### src/rtl/soc2_nios_oci_dct_sequencer.sv
// Packs 2-bit trace symbols LSB-first into a 30-bit DCT buffer and emits full or flushed
// words over valid/ready. It also sequences the test-ending flush into a sticky test_has_ended.
module soc2_nios_oci_dct_sequencer (
    input  logic        clk,
    input  logic        reset,
    input  logic        in_valid,
    output logic        in_ready,
    input  logic [5:0]  in_data,
    input  logic [1:0]  in_nsym,
    output logic        out_valid,
    input  logic        out_ready,
    output logic [29:0] out_data,
    output logic [3:0]  out_count,
    output logic [29:0] dct_buffer,
    output logic [3:0]  dct_count,
    input  logic        test_ending,
    output logic        test_has_ended
);

    typedef enum logic [1:0] {S_FILL, S_EMIT, S_ENDED} state_e;

    state_e      state_q, state_d;
    logic [29:0] buf_q, buf_d;
    logic [3:0]  cnt_q, cnt_d;
    logic        flush_q, flush_d;

    logic [4:0]  sum;
    logic        fits;
    logic        accept;
    logic        overflow;
    logic [5:0]  sym_mask;
    logic [29:0] ins;

    // Five-bit sum so that 15 + 3 cannot wrap and be mistaken for a fit.
    assign sum      = {1'b0, cnt_q} + {3'b000, in_nsym};
    assign fits     = (sum <= 5'd15);
    assign accept   = (state_q == S_FILL) && in_valid && fits;
    assign overflow = (state_q == S_FILL) && in_valid && !fits;

    always_comb begin
        case (in_nsym)
            2'd0:    sym_mask = 6'b000000;
            2'd1:    sym_mask = 6'b000011;
            2'd2:    sym_mask = 6'b001111;
            default: sym_mask = 6'b111111;
        endcase
    end

    // Bits above the live count are always zero, so OR-ing in the new symbols is enough.
    assign ins = {24'd0, in_data & sym_mask} << {cnt_q, 1'b0};

    // NOTE: sequential state uses non-blocking assignments so every register samples pre-edge values.
    always_ff @(posedge clk or posedge reset) begin
        if (reset) begin
            state_q <= S_FILL;
            buf_q   <= '0;
            cnt_q   <= '0;
            flush_q <= 1'b0;
        end else begin
            state_q <= state_d;
            buf_q   <= buf_d;
            cnt_q   <= cnt_d;
            flush_q <= flush_d;
        end
    end

    always_comb begin
        // NOTE: every output of this block gets a default first, otherwise a latch is inferred.
        state_d = state_q;
        buf_d   = buf_q;
        cnt_d   = cnt_q;
        flush_d = flush_q;
        case (state_q)
            S_FILL: begin
                if (accept) begin
                    buf_d = buf_q | ins;
                    cnt_d = sum[3:0];
                end
                if (test_ending) begin
                    flush_d = 1'b1;
                    state_d = (cnt_d != 4'd0) ? S_EMIT : S_ENDED;
                end else if (cnt_d == 4'd15 || overflow) begin
                    state_d = S_EMIT;
                end
            end
            S_EMIT: begin
                if (test_ending) flush_d = 1'b1;
                if (out_ready) begin
                    buf_d   = '0;
                    cnt_d   = '0;
                    state_d = flush_d ? S_ENDED : S_FILL;
                end
            end
            S_ENDED: ;
            default: state_d = S_FILL;
        endcase
    end

    always_comb begin
        in_ready       = (state_q == S_FILL) && fits;
        out_valid      = (state_q == S_EMIT);
        test_has_ended = (state_q == S_ENDED);
    end

    assign out_data   = buf_q;
    assign out_count  = cnt_q;
    assign dct_buffer = buf_q;
    assign dct_count  = cnt_q;

endmodule

### config.mk
export PLATFORM = sky130hd
export DESIGN_NAME = soc2_nios_oci_dct_sequencer
export DESIGN_NICKNAME = d
export VERILOG_FILES = /design/src/rtl/soc2_nios_oci_dct_sequencer.sv
export SDC_FILE = /design/constraint.sdc
export NUM_CORES = 1
export LEC_CHECK = 0
export ABC_AREA = 1
export ABC_CLOCK_PERIOD_IN_PS = 3900
export CORE_UTILIZATION = 48
export DETAILED_ROUTE_END_ITERATION = 8
export PLACE_DENSITY = 0.82
export SYNTH_ARGS = -nofsm -noshare
export SYNTH_HDL_FRONTEND = slang
export SYNTH_SLANG_ARGS = --single-unit
### constraint.sdc
create_clock -name clk -period 3.9 [get_ports clk]
set_clock_uncertainty 0.15 [all_clocks]
set_input_delay 0.78 -clock clk [delete_from_list [all_inputs] [get_ports clk]]
set_output_delay 0.78 -clock clk [all_outputs]
set_load 0.1 [all_outputs]
==> results of run 1 <==
## routing by layer
| metal | part of all wire (%) | routed length (um) | up-vias |
|---|---|---|---|
| met5 | 0 | 0 | - |
| met4 | 1.5 | 84 | 0 |
| met3 | 4.7 | 267 | 11 |
| met2 | 49 | 2800 | 73 |
| met1 | 44 | 2520 | 985 |
| li1 | - | - | 1026 |
## logic make-up (layout without fill, tap and decap cells)
| logic type | Yosys count | count (layout) | share of synthesized area [%] |
|---|---|---|---|
| compound gates | 53 | 53 | 13.4 |
| fa+ha+maj | 3 | 3 | 1.96 |
| buf+inv | 69 | 115 | 18.2 |
| flops | 37 | 37 | 40.3 |
| simple gates | 134 | 134 | 26.2 |
## how the worst max path moves through the flow
stage,to,from,cells past startpoint,slack (ps)
floorplan,in_ready,dct_count[0],5,610
global placement,in_ready,in_nsym[0],7,480
detailed placement,in_ready,in_nsym[0],7,420
CTS,in_ready,in_nsym[0],7,420
global route,in_ready,in_nsym[0],7,290
finish,in_ready,in_nsym[0],7,410
## where the power goes
part           internal (W)  switching (W)
Combinational     0.0000173      0.0000254
Sequential         0.000384    0.000000205
Clock              0.000209       0.000136
## state kept, by name, summed over array words and instances (netlist names)
register and flops:
flush_q 1, state_q 2, dct_buffer 30, dct_count 4
## metrics by stage
stage | utilization [%] | hold slack, ps | cell area, um^2 | cells | setup slack [ps]
floorplan | - | 288 | 2300 | 296 | 612
global placement | 64.0 | 310 | 2870 | 386 | 480
detailed placement | 64.0 | 317 | 2870 | 386 | 420
CTS | 66.6 | 332 | 2980 | 394 | 417
global route | 66.6 | 366 | 2980 | 394 | 294
finish | 66.6 | 330 | 2980 | 394 | 408
## layout make-up
| cell class | count | area (um^2) |
|---|---|---|
| fillers | 362 | 1490 |
| multi-input cells | 190 | 955 |
| flip-flops and latches | 37 | 926 |
| repair buffers | 84 | 833 |
| clock buffers | 7 | 86.3 |
| inverters | 23 | 86.3 |
| well taps | 52 | 65.1 |
| clock inverters | 1 | 30.0 |
## critical path, cell delays in order
cell	delay, ps
clkdlybuf4s50_1	530
ha_1	290
fa_1	440
nand3_2	160
nand2_1	70
inv_1	100
buf_12	180
## cells in the final DEF, fill, tap and decap left out, drive strengths merged, types with 2 or more instances in the layout
master,n
clkdlybuf4s50,76
nand2,60
nor2,50
dfrtp,37
inv,23
a21oi,22
o21ai,14
nand3,14
a31oi,9
nand4,8
buf,8
clkbuf,7
o22ai,3
o21bai,2
ha,2
==> summary.md, run 1 <==
| Metric | Value |
|---|---|
| Run status | complete, but fails checks |
| Failing checks | DRC |
| GRT met1 Usage | 31.6% |
| Reg2reg end | state_q[0] |
| Area grow syn2layout | 29.7% |
| Ys async rst share | 100% |
| Final hold viol count | 0 |
| Core area | 0.00447 mm^2 |
| Number of flops mapped to enable cells by yosys | 0 |
| Die area | 0.00507 mm^2 |
| Slack of the worst reg-to-reg path | 1490 ps |
| CP Data Required Time | 2970 ps |
| Synth warn | 0 |
| Top-count cell post-synth | nand2_1 |
| Worst-margin pin slew | 1000 ps |
| CTS tree | built |
| Predominant post-synthesis flop cell | dfrtp_1 |
| Synthesized area per cell | 7.77 um^2 |
| Dominant cells by area after synthesis | dfrtp_1 (40%), buf_4 (12%), nand2_1 (9.3%) |
| VDD IR-drop max | 0.206 mV |
| I/O Pins | 84 |
| Synth Instances | 296 |
| First-pass GRT wire length | 9080 um |
| GR met2 Demand/Resource | 37.6% |
| Crit path max fanout | 8 |
| Power per cell area | 259 mW/mm^2 |
| Distinct cells, synth | 31 |
| Initial antenna violation count | 0 |
| Area leader, netlist | dfrtp_1 |
| Post-CTS Setup Bufs | 0 |
| Hold-fix buffers at CTS | 0 |
| Clk Latency, worst-skew pair | 280 ps |
| Top cell type's share of synthesized area | 40.3% |
| NumNets Final | 357 |
| Syn nets | 312 |
| Wire per inst | 14.4 um |
| Leak | 1.47 nW |
| Drt first pass iters | 8 |
| Fin crit share | 89.5% |
| H-tree depth | 2 |
| # resized after CTS | 0 |
| Vias per cell | 5.32 |
| Power consumption | 0.000771 W |
| Layout cells sized above 1 | 8.19% |
| Port bufs | 83 |
| Rows | 24 |
| Dpl hpwl | 4110 um |
| CTS Root Cell | clkbuf_8 |
| Hold_sp | flush_q |
| Mapped Area | 0.00230 mm^2 |
| WP data arrival | 2560 ps |
| Total track usage | 23.4% |
| Slew headroom | 33.1% |
| Placer congestion estimate | 0.858 |
| Final setup viols | 0 |
| Hold Path Class | reg2reg |
| Hold Path Cell Cnt | 1 |
| Fmax | 0.286 GHz |
| R2R cell count | 11 |
| WS Path Type | in2out |
| Setup crit end kind | output port |
| Die Y-Extent | 71.2 um |
| Vias in the first global route | 1837 |
| RSZ-0062 raised after global routing | false |
| Ant. Diodes | 0 |
| Sequential share of the synthesized area | 40.3% |
| Slew Limit Fails | 0 |
| Clock transition at the registers of the reported paths | 70 ps |
| Synth Register Bits | 37 |
| Antenna Violating Nets Remaining | 0 |
| Synth cell count leaders | nand2_1 (57), nor2_1 (47), dfrtp_1 (37) |
| Largest net degree at the start of global routing | 38 |
| Drt first-iter violations | 170 |
| Worst Hold Path EP | flush_q |
| Worst r2r src | dct_count[0] |
| CP Launch Type | input port |
| Setup_tns | 0 ps |
| Die Width | 71.2 um |
| DRT Wirelength | 5670 um |
| Grt total ovfl | 0 |
| DRC errors left | 6 |
| Min cycle time layout | 3490 ps |
| TritonCTS buffer count | 5 |
| GR Util met3 | 4.27% |
| GRT busiest layer | met2 |
| MaxCap Viol Count | 0 |
| Maximum clock path buffer count | 2 |
| Clk sink count | 37 |
| Vias | 2095 |
| Starting Density | 51.4% |
Power figures use the tool's default switching activity.
==> run 2, diff against run 1 <==
==> constraint.sdc (replaced) <==
create_clock -name clk -period 3.9 [get_ports clk]
set_clock_uncertainty 0.15 [all_clocks]
set_input_delay 1.17 -clock clk [delete_from_list [all_inputs] [get_ports clk]]
set_output_delay 1.17 -clock clk [all_outputs]
set_load 0.1 [all_outputs]
==> run 2 against run 1 <==
Compared with the run above:
- the run still ends with DRC left
- highest routed layer unchanged
- via count shrank 1.6%
- critical path depth is the same
- sequential share of layout area grew 1.4 points
- register-to-register slack lost 90 ps
- worst hold slack gained 3.2 ps
- count of clock-buffer cells in the layout shrank 2
- largest cell class unchanged
==> summary.md, run 2 (same netlist as run 1, synthesis figures left out) <==
| Metric | Value |
|---|---|
| Run status | complete, but fails checks (unchanged) |
| Failing checks | DRC (unchanged) |
| Register area | 926 um^2 (unchanged) |
| Hold-fix buffers at CTS | 0 (unchanged) |
| Port bufs | 83 (unchanged) |
| CTS tree | built (unchanged) |
| Largest net degree at the start of global routing | 31 (was 38) |
| Clk Latency, worst-skew pair | 290 ps (was 280 ps) |
| Vias | 2062 (was 2095) |
| Clk sink count | 37 (unchanged) |
| Die Width | 71.2 um (unchanged) |
| Drt first pass iters | 8 (unchanged) |
| Antenna Violating Nets Remaining | 0 (unchanged) |
| Leak | 1.60 nW (was 1.47 nW) |
| Vias in the first global route | 1766 (was 1837) |
| WS Path Type | in2out (unchanged) |
| Final hold viol count | 0 (unchanged) |
| Finished Cell Area | 0.00286 mm^2 (was 0.00298 mm^2) |
| MaxCap Viol Count | 0 (unchanged) |
| Die Y-Extent | 71.2 um (unchanged) |
| Area grow syn2layout | 24.3% (was 29.7%) |
| WP data arrival | 2480 ps (was 2560 ps) |
| Slew Limit Fails | 0 (unchanged) |
| Drt first-iter violations | 153 (was 170) |
| CTS Root Cell | clkbuf_8 (unchanged) |
| Die area | 0.00507 mm^2 (unchanged) |
| Area taken by multi-input logic gates | 962 um^2 (was 955 um^2) |
| Clock transition at the registers of the reported paths | 60 ps (was 70 ps) |
| Final Hold Slack | 333 ps (was 330 ps) |
| Dpl hpwl | 4010 um (was 4110 um) |
| Hold Path Class | reg2reg (unchanged) |
| H-tree depth | 2 (unchanged) |
| TritonCTS buffer count | 5 (unchanged) |
| Maximum clock path buffer count | 2 (unchanged) |
| First-pass GRT wire length | 8650 um (was 9080 um) |
| Final setup viols | 0 (unchanged) |
| Most common cell after layout, fill and taps aside | buf_4 (was clkdlybuf4s50_1) |
| Rows | 24 (unchanged) |
| Vias per cell | 5.18 (was 5.32) |
| Setup crit end kind | output port (unchanged) |
| Total track usage | 22.3% (was 23.4%) |
| CP Data Required Time | 2580 ps (was 2970 ps) |
| Grt total ovfl | 0 (unchanged) |
| Power per cell area | 262 mW/mm^2 (was 259 mW/mm^2) |
| Fin crit share | 97.4% (was 89.5%) |
| Initial antenna violation count | 0 (unchanged) |
| Max reg flops | 30 (unchanged) |
| Fillers | 383 (was 362) |
| Worst-margin pin slew | 852 ps (was 1000 ps) |
| Placer congestion estimate | 0.876 (was 0.858) |
| Slew headroom | 43.1% (was 33.1%) |
| Fmax | 0.263 GHz (was 0.286 GHz) |
| I/O Pins | 84 (unchanged) |
| Placed cell area | 0.00274 mm^2 (was 0.00287 mm^2) |
| NumNets Final | 362 (was 357) |
| Starting Density | 51.4% (unchanged) |
| Post-layout util | 63.8% (was 66.6%) |
| Wire per inst | 13.8 um (was 14.4 um) |
| CP Launch Type | input port (unchanged) |
| DRC errors left | 6 (unchanged) |
| RSZ-0062 raised after global routing | false (unchanged) |
| Setup_tns | 0 ps (unchanged) |
| Most frequent cells in the layout | buf_4 (76), nand2_1 (56), nor2_1 (47) (was clkdlybuf4s50_1 (76), nand2_1 (57), nor2_1 (47)) |
| Core area | 0.00447 mm^2 (unchanged) |
| DRT Wirelength | 5480 um (was 5670 um) |
| Min cycle time layout | 3800 ps (was 3490 ps) |
| Layout cells sized above 1 | 29.2% (was 8.19%) |
| Crit path max fanout | 2 (was 8) |
| VDD IR-drop max | 0.205 mV (was 0.206 mV) |
| Ant. Diodes | 0 (unchanged) |
[run 2: report_power, final]
part | leakage [nW] | switching (W) | internal, W
combinational | 1.05 | 0.0000259 | 0.0000198
clock | 0.0540 | 0.000133 | 0.000186
sequential | 0.494 | 0.000000218 | 0.000384
total | 1.60 | 0.000159 | 0.000590
[run 2: routing by layer]
metal | wire, um | up-vias | global-route usage, % | part of all wire, %
met2 | 2620 | 70 | 35.6 | 48
met3 | 316 | 6 | 4.99 | 5.8
met5 | 0 | - | 0 | 0
met1 | 2490 | 958 | 30.7 | 45
met4 | 48 | 0 | 6.22 | 0.88
li1 | - | 1028 | - | -
[run 2: cell type report]
cell class              count  share of cell area [%]
clock buffers               5                    2.41
clock inverters             2                    1.23
inverters                  23                    3.15
multi-input cells         190                    33.7
flip-flops and latches     37                    32.4
well taps                  52                    2.28
repair buffers             89                    24.8
[run 2: timing repair]
| item | in CTS | in global routing |
|---|---|---|
| endpoints found under the hold margin | 0 | 0 |
| buffers inserted | 1 | 0 |
| endpoints found under the setup margin | 1 | 0 |
| gates resized for setup | 4 | 0 |
[run 2: final timing paths]
| kind | end | cells after the start | from | slack (ps) |
|---|---|---|---|---|
| max | in_ready | 7 | in_nsym[0] | 100 |
| min | flush_q | 1 | flush_q | 330 |
| max reg2reg | state_q[1] | 13 | dct_count[0] | 1400 |
| min reg2reg | flush_q | 1 | flush_q | 330 |
| max in group asynchronous | dct_buffer[5] | 3 | reset | 1840 |
| min in group asynchronous | dct_count[2] | 2 | reset | 1070 |
[run 2: stage by stage]
stage	std cells	setup WS [ps]	power, W
2_1_floorplan	296	182	0.000414
3_3_place_gp	390	-80.0	0.000436
3_5_place_dp	390	-119	0.000437
4_1_cts	398	136	0.000752
5_1_grt	398	53.5	0.000772
6_report	398	102	0.000749
[run 2: worst max-delay path: stages]
cell           delay, ps
dlygate4sd2_1        250
ha_2                 200
fa_2                 400
nand3_2              100
nand2_2               80
clkinvlp_4           100
buf_12               170
==> run 3, diff against run 2 <==
--- a/config.mk
+++ b/config.mk
@@ -7,9 +7,10 @@
 export LEC_CHECK = 0
 export ABC_AREA = 1
 export ABC_CLOCK_PERIOD_IN_PS = 3900
-export CORE_UTILIZATION = 48
+export CORE_UTILIZATION = 35
 export DETAILED_ROUTE_END_ITERATION = 8
-export PLACE_DENSITY = 0.82
+export PLACE_DENSITY = 0.62
+export SLEW_MARGIN = 20
 export SYNTH_ARGS = -nofsm -noshare
 export SYNTH_HDL_FRONTEND = slang
 export SYNTH_SLANG_ARGS = --single-unit
==> run 3 against run 2 <==
Compared with the run above:
- the run now ends clean
- total power decreased by 3.2%
- routed wire length increased by 1.4%
- core utilization decreased by 18 points
- clock power decreased by 7.5%
- sequential share of layout area decreased by 0.36 points
==> summary.md, run 3 (same netlist as run 1, synthesis figures left out) <==
| Metric | Value |
|---|---|
| Register area | 926 um^2 (unchanged) |
| Max reg flops | 30 (unchanged) |
| Antenna Violating Nets Remaining | 0 (unchanged) |
| DRC errors left | 0 (was 6) |
| I/O Pins | 84 (unchanged) |
| Drt first pass iters | 5 (was 8) |
| Sw Pwr | 0.000162 W (was 0.000159 W) |
| Clock transition at the registers of the reported paths | 70 ps (was 60 ps) |
| Power per cell area | 251 mW/mm^2 (was 262 mW/mm^2) |
| Top delay family on crit path | buffers and inverters (was adder cells) |
| CTS tree | built (unchanged) |
| TritonCTS buffer count | 5 (unchanged) |
| Slew Limit Fails | 0 (unchanged) |
| First-pass GRT wire length | 9360 um (was 8650 um) |
| Fillers | 640 (was 383) |
| Worst-margin pin slew | 587 ps (was 852 ps) |
| Area taken by multi-input logic gates | 962 um^2 (unchanged) |
| Internal power | 0.000563 W (was 0.000590 W) |
| Power consumption | 0.000725 W (was 0.000749 W) |
| CTS Root Cell | clkbuf_8 (unchanged) |
| Setup crit end kind | output port (unchanged) |
| Critical Path, Cell by Cell | clkdlybuf4s50_1, fa_2, nand3_2, nand2_2, clkinvlp_4, buf_12 (was dlygate4sd2_1, ha_2, fa_2, nand3_2, nand2_2, clkinvlp_4, buf_12) |
| Ant. Diodes | 0 (unchanged) |
| DRT Wirelength | 5550 um (was 5480 um) |
| Clk Latency, worst-skew pair | 280 ps (was 290 ps) |
| Area grow syn2layout | 25.7% (was 24.3%) |
| Placer congestion estimate | 0.768 (was 0.876) |
| Min cycle time layout | 3720 ps (was 3800 ps) |
| Hold-fix buffers at CTS | 0 (unchanged) |
| Grt total ovfl | 0 (unchanged) |
| Initial antenna violation count | 0 (unchanged) |
| Dpl hpwl | 4130 um (was 4010 um) |
| NumNets Final | 362 (unchanged) |
| Combinational share of power | 6.3% (was 6.1%) |
| RSZ-0062 raised after global routing | false (unchanged) |
| Final Hold Slack | 328 ps (was 333 ps) |
| Core area | 0.00635 mm^2 (was 0.00447 mm^2) |
| Most common cell after layout, fill and taps aside | buf_4 (unchanged) |
| Wire per inst | 13.1 um (was 13.8 um) |
| Hold Path Class | reg2reg (unchanged) |
| Maximum clock path buffer count | 2 (unchanged) |
| H-tree depth | 2 (unchanged) |
| WS Path Type | in2out (unchanged) |
| CP Launch Type | input port (unchanged) |
| Finished Cell Area | 0.00289 mm^2 (was 0.00286 mm^2) |
| Leak | 1.61 nW (was 1.60 nW) |
| Vias per cell | 4.81 (was 5.18) |
| VDD IR-drop max | 0.177 mV (was 0.205 mV) |
| Final setup viols | 0 (unchanged) |
| WP data arrival | 2400 ps (was 2480 ps) |
| Fmax | 0.269 GHz (was 0.263 GHz) |
| Drt first-iter violations | 114 (was 153) |
| Die area | 0.00689 mm^2 (was 0.00507 mm^2) |
| Die Width | 83.0 um (was 71.2 um) |
| Starting Density | 36.2% (was 51.4%) |
| Buf/Inv on CP | 3 (unchanged) |
| Slowest CP cell | clkdlybuf4s50_1 (was fa_2) |
| CP Data Required Time | 2580 ps (about the same) |
| Net Sw Frac | 22.4% (was 21.3%) |
| MaxCap Viol Count | 0 (unchanged) |
| Die Y-Extent | 83.0 um (was 71.2 um) |
| Vias in the first global route | 1901 (was 1766) |
| Max incr delay on CP | 440 ps (was 400 ps) |
| Run status | completed (was complete, but fails checks) |
| Sequential Power Share | 53.0% (was 51.3%) |
| Vias | 2040 (was 2062) |
| Final hold viol count | 0 (unchanged) |
| Fin crit share | 95.4% (was 97.4%) |
| Largest net degree at the start of global routing | 38 (was 31) |
| Layout cells sized above 1 | 29.4% (was 29.2%) |
| Most frequent cells in the layout | buf_4 (76), nand2_1 (56), nor2_1 (47) (unchanged) |
| Rows | 29 (was 24) |
| Clk sink count | 37 (unchanged) |
| Clock Power Share | 40.7% (was 42.6%) |
| Slew headroom | 60.9% (was 43.1%) |
| Port bufs | 83 (unchanged) |
| Setup_tns | 0 ps (unchanged) |
| Total track usage | 16.6% (was 22.3%) |
| Placed cell area | 0.00278 mm^2 (was 0.00274 mm^2) |
| Crit path max fanout | 2 (unchanged) |
run 3: worst paths after layout:
path / depth (start not counted) / start / slack [ps] / end
max in group asynchronous: 3 / reset / 2130 / dct_buffer[24]
min reg2reg: 1 / flush_q / 330 / flush_q
min: 1 / flush_q / 330 / flush_q
max reg2reg: 12 / dct_count[0] / 1480 / state_q[0]
max: 6 / in_nsym[1] / 180 / in_ready
min in group asynchronous: 3 / reset / 1140 / dct_buffer[22]
run 3: power by group through the flow:
stage | Sequential, W | Combinational [W] | Clock, W
detailed placement | 0.000392 | 0.0000453 | 0
global placement | 0.000392 | 0.0000450 | 0
floorplan | 0.000392 | 0.0000220 | 0
finish | 0.000384 | 0.0000457 | 0.000295
global route | 0.000384 | 0.0000515 | 0.000317
CTS | 0.000384 | 0.0000459 | 0.000300
run 3: repair_timing:
action	in CTS	in global routing
pin swaps	0	1
setup endpoints to repair	1	1
resized for setup	3	1
setup buffers	0	0
run 3: per-layer routing:
metal,track usage (%),wire length [um],up-vias
met3,3.18,239,2
met4,2.82,14,0
met1,23.8,2710,954
li1,-,-,1032
met5,0,0,-
met2,26.2,2580,52
run 3: cell type report:
type,count,share of cell area [%]
Clock inverter,1,0.173
Timing Repair Buffer,89,24.7
Tap cell,77,3.33
Inverter,23,3.12
Multi-Input combinational cell,190,33.3
Clock buffer,7,3.33
Sequential cell,37,32.0
run 3: metrics by stage:
stage | worst slack (ps) | utilization, % | cells
floorplan | 182 | - | 296
global placement | -85.3 | 43.7 | 416
detailed placement | -99.8 | 43.7 | 416
CTS | 13.5 | 45.5 | 424
global route | 118 | 45.5 | 424
finish | 181 | 45.5 | 424
run 3: worst reg2reg max path, cell delays in order, from the launching register on:
cell and delay (ps):
dfrtp_1 510, ha_2 260, fa_2 400, nand3_2 100, buf_4 150, nand3_4 120
nand2_1 120, nand2_1 80, nor2_1 110, nand3_1 100, a21oi_2 140, nand2_1 70
nand2_1 60
